<file path="config.mk">
export PLATFORM = sky130hd
export DESIGN_NAME = vga_fetch_sched_flat
export DESIGN_NICKNAME = d
export VERILOG_FILES = /design/src/rtl/vga_fetch_sched_if.sv /design/src/rtl/vga_fetch_sched.sv /design/src/flat_wrapper.sv
export SDC_FILE = /design/constraint.sdc
export NUM_CORES = 1
export LEC_CHECK = 0
export ABC_CLOCK_PERIOD_IN_PS = 2400
export CORE_ASPECT_RATIO = 0.5
export CORE_MARGIN = 2
export CORE_UTILIZATION = 45
export DETAILED_ROUTE_END_ITERATION = 6
export HOLD_SLACK_MARGIN = 0.08
export PLACE_DENSITY = 0.77
export SLEW_MARGIN = 5
export SYNTH_ARGS = -nofsm -noshare
export SYNTH_HDL_FRONTEND = slang
export SYNTH_SLANG_ARGS = --single-unit
</file>
<file path="constraint.sdc">
create_clock -name clk -period 2.4 [get_ports clk]
set_input_delay 0.48 -clock clk [delete_from_list [all_inputs] [get_ports clk]]
set_output_delay 0.48 -clock clk [all_outputs]
set_load 0.02 [all_outputs]
</file>
<file path="src/rtl/vga_fetch_sched_if.sv">
// Wishbone read-master bundle between the VGA fetch scheduler and the memory port.
interface vga_fetch_sched_if #(
  parameter int AW = 30
);
  logic          mem_cyc;
  logic [AW-1:0] mem_adr;
  logic [2:0]    mem_cti;
  logic          mem_ack;
  logic          mem_err;

  modport master (output mem_cyc, mem_adr, mem_cti, input mem_ack, mem_err);
  modport slave  (input mem_cyc, mem_adr, mem_cti, output mem_ack, mem_err);
endinterface

</file>
<file path="src/rtl/vga_fetch_sched.sv">
// Shares the VGA Wishbone read master between video-data bursts and CLUT lookups.
// Define VGA_FETCH_TIMEOUT_EN to abort a beat after 255 cycles without ack/err.
module vga_fetch_sched #(
  parameter int AW        = 30,
  parameter int LVL_W     = 5,
  parameter int DEPTH     = 16,
  parameter int BURST_LEN = 8,
  parameter int LOW_MARK  = 4
) (
  input  logic                 clk,
  input  logic                 nrst,
  input  logic                 ven,
  input  logic                 frame_start,
  input  logic [AW-1:0]        vbase,
  input  logic [23:0]          frame_words,
  input  logic [LVL_W-1:0]     vdat_level,
  input  logic                 clut_req,
  input  logic [7:0]           clut_idx,
  input  logic [AW-9:0]        clut_base,
  vga_fetch_sched_if.master    mem,
  output logic                 vdat_wreq,
  output logic                 clut_ack,
  output logic                 err_int
);

  localparam int BW = $clog2(BURST_LEN + 1);
  localparam logic [LVL_W-1:0] URGENT_LVL = LVL_W'(LOW_MARK);
  localparam logic [LVL_W-1:0] ROOM_LVL   = LVL_W'(DEPTH - BURST_LEN);

  typedef enum logic [1:0] {IDLE, VBURST, CREAD} state_t;

  state_t        state_reg, state_next;
  logic [AW-1:0] fetch_adr_reg, fetch_adr_next;
  logic [23:0]   remain_reg, remain_next;
  logic          reload_pend_reg, reload_pend_next;
  logic [BW-1:0] beat_reg, beat_next;
  logic [AW-1:0] clut_adr_reg, clut_adr_next;

  logic          busy;
  logic          timeout;
  logic          err_eff;
  logic          ack_eff;
  logic [BW-1:0] blen;

  assign busy    = (state_reg != IDLE);
  assign err_eff = busy & (mem.mem_err | timeout);
  assign ack_eff = busy & mem.mem_ack & ~err_eff;
  // Burst never runs past the end of the frame.
  assign blen    = (remain_reg < 24'(BURST_LEN)) ? BW'(remain_reg) : BW'(BURST_LEN);

`ifdef VGA_FETCH_TIMEOUT_EN
  logic [7:0] to_cnt_reg, to_cnt_next;

  assign timeout = busy & ~mem.mem_ack & ~mem.mem_err & (to_cnt_reg == 8'd254);

  always_comb begin
    to_cnt_next = to_cnt_reg + 8'd1;
    if (!busy || mem.mem_ack || mem.mem_err || timeout) begin
      to_cnt_next = 8'd0;
    end
  end

  always_ff @(posedge clk or negedge nrst) begin
    if (!nrst) begin
      to_cnt_reg <= 8'd0;
    end else begin
      to_cnt_reg <= to_cnt_next;
    end
  end
`else
  assign timeout = 1'b0;
`endif

  always_ff @(posedge clk or negedge nrst) begin
    if (!nrst) begin
      state_reg       <= IDLE;
      fetch_adr_reg   <= '0;
      remain_reg      <= '0;
      reload_pend_reg <= 1'b0;
      beat_reg        <= '0;
      clut_adr_reg    <= '0;
    end else begin
      state_reg       <= state_next;
      fetch_adr_reg   <= fetch_adr_next;
      remain_reg      <= remain_next;
      reload_pend_reg <= reload_pend_next;
      beat_reg        <= beat_next;
      clut_adr_reg    <= clut_adr_next;
    end
  end

  always_comb begin
    state_next       = state_reg;
    fetch_adr_next   = fetch_adr_reg;
    remain_next      = remain_reg;
    reload_pend_next = reload_pend_reg;
    beat_next        = beat_reg;
    clut_adr_next    = clut_adr_reg;
    vdat_wreq        = 1'b0;
    clut_ack         = 1'b0;
    err_int          = 1'b0;

    case (state_reg)
      IDLE: begin
        // A reload cycle launches nothing, so the new frame starts cleanly.
        if (reload_pend_reg || remain_reg == 24'd0) begin
          fetch_adr_next   = vbase;
          remain_next      = frame_words;
          reload_pend_next = 1'b0;
        end else if (ven && vdat_level < URGENT_LVL) begin
          state_next = VBURST;
          beat_next  = blen;
        end else if (clut_req) begin
          state_next    = CREAD;
          clut_adr_next = {clut_base, clut_idx};
        end else if (ven && vdat_level <= ROOM_LVL) begin
          state_next = VBURST;
          beat_next  = blen;
        end
      end

      VBURST: begin
        vdat_wreq = ack_eff;
        err_int   = err_eff;
        if (ack_eff || err_eff) begin
          fetch_adr_next = fetch_adr_reg + AW'(1);
          remain_next    = remain_reg - 24'd1;
          beat_next      = beat_reg - BW'(1);
          if (err_eff || beat_reg == BW'(1)) begin
            state_next = IDLE;
          end
        end
      end

      CREAD: begin
        clut_ack = ack_eff;
        err_int  = err_eff;
        if (ack_eff || err_eff) begin
          state_next = IDLE;
        end
      end

      default: state_next = IDLE;
    endcase

    if (frame_start) begin
      reload_pend_next = 1'b1;
    end
  end

  always_comb begin
    mem.mem_cyc = busy;
    mem.mem_adr = '0;
    mem.mem_cti = 3'b000;
    if (state_reg == VBURST) begin
      mem.mem_adr = fetch_adr_reg;
      mem.mem_cti = (beat_reg == BW'(1)) ? 3'b111 : 3'b010;
    end else if (state_reg == CREAD) begin
      mem.mem_adr = clut_adr_reg;
    end
  end

endmodule
</file>
<file path="src/flat_wrapper.sv">
// flat-port wrapper written by rule: the top's interface ports become plain ports
module vga_fetch_sched_flat 
#(
  parameter int AW        = 30,
  parameter int LVL_W     = 5,
  parameter int DEPTH     = 16,
  parameter int BURST_LEN = 8,
  parameter int LOW_MARK  = 4
)
  (clk, nrst, ven, frame_start, vbase, frame_words, vdat_level, clut_req, clut_idx, clut_base, vdat_wreq, clut_ack, err_int, mem_mem_cyc, mem_mem_adr, mem_mem_cti, mem_mem_ack, mem_mem_err);
  vga_fetch_sched_if #(.AW(AW)) mem_i ();
  input  logic clk;
  input  logic nrst;
  input  logic ven;
  input  logic frame_start;
  input  logic [AW-1:0] vbase;
  input  logic [23:0] frame_words;
  input  logic [LVL_W-1:0] vdat_level;
  input  logic clut_req;
  input  logic [7:0] clut_idx;
  input  logic [AW-9:0] clut_base;
  output logic vdat_wreq;
  output logic clut_ack;
  output logic err_int;
  output wire logic [$bits(mem_i.mem_cyc)-1:0] mem_mem_cyc;
  output wire logic [$bits(mem_i.mem_adr)-1:0] mem_mem_adr;
  output wire logic [$bits(mem_i.mem_cti)-1:0] mem_mem_cti;
  input wire logic [$bits(mem_i.mem_ack)-1:0] mem_mem_ack;
  input wire logic [$bits(mem_i.mem_err)-1:0] mem_mem_err;
  assign mem_mem_cyc = mem_i.mem_cyc;
  assign mem_mem_adr = mem_i.mem_adr;
  assign mem_mem_cti = mem_i.mem_cti;
  assign mem_i.mem_ack = mem_mem_ack;
  assign mem_i.mem_err = mem_mem_err;
  vga_fetch_sched #(.AW(AW), .LVL_W(LVL_W), .DEPTH(DEPTH), .BURST_LEN(BURST_LEN), .LOW_MARK(LOW_MARK)) u_core (.clk(clk), .nrst(nrst), .ven(ven), .frame_start(frame_start), .vbase(vbase), .frame_words(frame_words), .vdat_level(vdat_level), .clut_req(clut_req), .clut_idx(clut_idx), .clut_base(clut_base), .mem(mem_i), .vdat_wreq(vdat_wreq), .clut_ack(clut_ack), .err_int(err_int));
endmodule
</file>
==> qor.txt <==
Final Slew Violations: 0
Simple-gate share of the synthesized area: 18.3%
Via count of the first global-routing pass: 5,607
Post-route ant nets: 0
Sequential cell area: 2280 sq um
DIE WIDTH: 159 microns
Antenna Cells: 0
Period utilization: 109%
Bufs on Longest Clock Path: 2
CP Launch Type: flop
Fill count: 793
Max VDD drop: 601 uV
Worst-path clk slew: 0.07 ns
Layout cell share with drive strength beyond 1: 33.0%
Synth Area in Adders: 1.84%
Mux contribution to synthesized area: 7.33%
Drc violations: 0
# rows: 28
Synth Flop Type: dfrtp_1
Final setup TNS: -11.74 ns
CP max stage delay: 0.58 ns
Clk_lat worst skew: 0.36 ns
Cell family with most CP delay: simple AND/OR/NAND/NOR gates
Area after DPL: 7370 sq um
Period minus WS final: 2.61 ns
Synth Cell Area: 5430 sq um
WP buf/inv: 2
Vias: 6,066
Slew headroom: 61.0%
CP max stage cell: or4_4
CTS Sinks: 91
Synth Area in XOR/XNOR: 0%
First-pass GRT wire length: 28,600 microns
Drt pass-1 iters: 5
Mapped Cells: 599
Final hold violations: 0
Least-Margin Pin Slew: 0.585 ns
CP most frequent cell: or4_4
Mean post-synth cell area: 9.07 sq um
Synth-to-layout area growth: 58.0%
Largest family of logic cells by synthesized area: compound AO/OA/AOI/OAI gates
DIE AREA: 13,000 sq um
Mapped Nets: 703
Grt total ovfl: 0
Total track usage: 27.8%
Multi-input logic area: 3550 sq um
Vert. Die Dim: 81.7 microns
Violated checks: setup timing
I/O pin total: 133
WP data arrival: 2.88 ns
Final WS setup: -0.206 ns
Drt via density: 6.35
CP cell instances: or4_4 -> or4_4 -> o21a_4 -> a21oi_4 -> buf_6 -> clkbuf_16 -> o22ai_2 -> a21oi_1
Hold Buf Count CTS: 0
Min-Delay Path Class: input pin to asynchronous set/reset pin
Initial antenna violation count: 0
Gp weighted congestion: 0.903
Number of synthesized register bits: 91
FF-to-FF Start: u_core.remain_reg[19]
Initial Util: 46.0%
Routed length per instance: 20.8 microns
Num CTS Buffers: 9
Cell leakage power: 3.44 nW
Crit path depth: 8
Power Dens Cells: 1480 nW/um^2
Critical Path RT: 2.68 ns
Status: finished with violations
Final wirelength: 19,900 microns
Fmax: 384 MHz
CTS tree: built
CTS root buffer: clkbuf_16
Worst Skew: 0.0112 ns
Total power: 12.7 mW
H-tree levels: 3
Post-synthesis compound-gate area fraction: 26.0%
Setup crit start: u_core.remain_reg[19]
Detailed Route Iter0 Violations: 489
EDFF count, synth: 0
RSZ-0062 raised after global routing: true
Final design utilization: 72.7%
# setup viols final: 90
DP HPWL: 11,800 microns
Final layout net count: 889
Port Buffers: 132
Yosys warns: 0
Design area: 8580 sq um
Floorplan core area: 11,800 sq um
Seq/Total Area, Yosys: 41.9%
Setup CP Type: flop to flop
FFs w/ async S/R, synth: 100%
Final std cells w/o fill: 955
Library cells used by synthesis: 58
Critical Path End Type: flop
Crit path max fanout: 4
Cells after DPL: 912
Max-Cap Viols: 0
FF-to-FF path depth: 8
Largest net degree at the start of global routing: 43
[stage by stage]
step           hold slack, ns  setup slack [ns]
2_1_floorplan           0.184          -0.00453
3_3_place_gp            0.469           -0.0610
3_5_place_dp            0.488            -0.123
4_1_cts                 0.136            -0.123
5_1_grt                 0.162            -0.270
6_report                0.123            -0.206
[cells in the mapped netlist (3+ instances only)]
| cell | number | area (sq um) |
|---|---|---|
| mux2_2 | 30 | 338 |
| nor2_1 | 50 | 188 |
| nand2_1 | 44 | 165 |
| buf_2 | 4 | 20.0 |
| or2_2 | 7 | 43.8 |
| nand4_1 | 16 | 100 |
| dfrtp_1 | 91 | 2280 |
| and4_1 | 5 | 43.8 |
| clkbuf_1 | 23 | 86.3 |
| o31ai_1 | 19 | 143 |
| mux2i_1 | 6 | 60.1 |
| nand3_1 | 14 | 70.1 |
| a31oi_1 | 15 | 93.8 |
| and3_1 | 9 | 56.3 |
| nor3_1 | 16 | 80.1 |
| o22a_1 | 3 | 26.3 |
| or3_1 | 5 | 31.3 |
| nand2b_1 | 5 | 31.3 |
| o21ai_1 | 4 | 20.0 |
| ha_1 | 8 | 100 |
| a32oi_1 | 5 | 43.8 |
| o21ai_0 | 37 | 185 |
| a21oi_1 | 33 | 165 |
| buf_1 | 11 | 41.3 |
| o2111ai_1 | 7 | 61.3 |
| nor2b_1 | 4 | 25.0 |
| inv_1 | 17 | 63.8 |
| o22ai_1 | 31 | 194 |
| a22o_1 | 25 | 219 |
| o2bb2ai_1 | 4 | 35.0 |
| nor4_1 | 11 | 68.8 |
| a21o_1 | 4 | 30.0 |
| nor3b_1 | 3 | 22.5 |
| o21a_1 | 4 | 30.0 |
[path summary, 6_finish.rpt]
check / end / slack [ns]
max reg2reg: u_core.fetch_adr_reg[14] / -0.21
min in group clk: u_core.reload_pend_reg / 0.50
min: u_core.clut_adr_reg[13] / 0.12
min reg2reg: u_core.reload_pend_reg / 0.50
max in group asynchronous: u_core.remain_reg[5] / 1.62
max: u_core.fetch_adr_reg[14] / -0.21
[what timing repair did]
item,4_1_cts,5_1_grt
resized for setup,84,169
setup endpoints to repair,117,124
cloned,4,7
pin swaps,8,36
buffers inserted,12,8
[kinds of logic (layout without fill, tap and decap cells)]
kind of cell,Yosys count,count (layout)
buffers and inverters,59,250
DFF,91,91
adders and majority gates,8,8
and+or+nand+nor,197,197
AOI/OAI and AO/OA,208,208
muxes,36,36
[metal layers]
layer | global-route usage, % | share of wire [%] | vias up
met1 | 34.4 | 41 | 2970
met4 | 10.0 | 2.9 | 0
met3 | 6.16 | 8.0 | 68
met2 | 49.0 | 48 | 362
li1 | - | - | 2666
met5 | 0 | 0 | -
[final cells by class]
type / instances / share of cell area (%)
multi-input combinational: 449 / 41.4
sequential: 91 / 26.5
timing repair buffer: 217 / 25.1
clock buffer: 9 / 2.62
tap: 165 / 2.41
clock inverter: 7 / 1.15
inverter: 17 / 0.744
[placed cells by master, fill, tap and decap left out, types with 6 or more instances in the layout]
master and n:
nor3_1 15, o2111ai_1 6, o22ai_1 9, o31ai_1 15, nand2_1 38, nor4_1 10, mux2_2 30, nor2_1 48
mux2i_1 6, o21ai_4 10, or2_2 7, dfrtp_1 91, buf_4 54, clkbuf_2 31, nand4_1 16, a22o_1 25
and3_1 8, o21ai_0 14, buf_6 10, o21ai_2 9, o22ai_4 6, buf_12 12, a31oi_1 9, nand3_1 13
clkdlybuf4s50_1 94, ha_1 6, a21oi_1 22, o22ai_2 16, clkbuf_16 16, a21oi_2 11, o21ai_1 9, a31oi_4 6
inv_1 15
[where the power goes]
part | switching, mW | internal [mW]
combinational | 4.11 | 3.75
sequential | 0.919 | 2.33
clock | 0.660 | 0.923
total | 5.69 | 7.00
(Power assumes the default switching activity.)
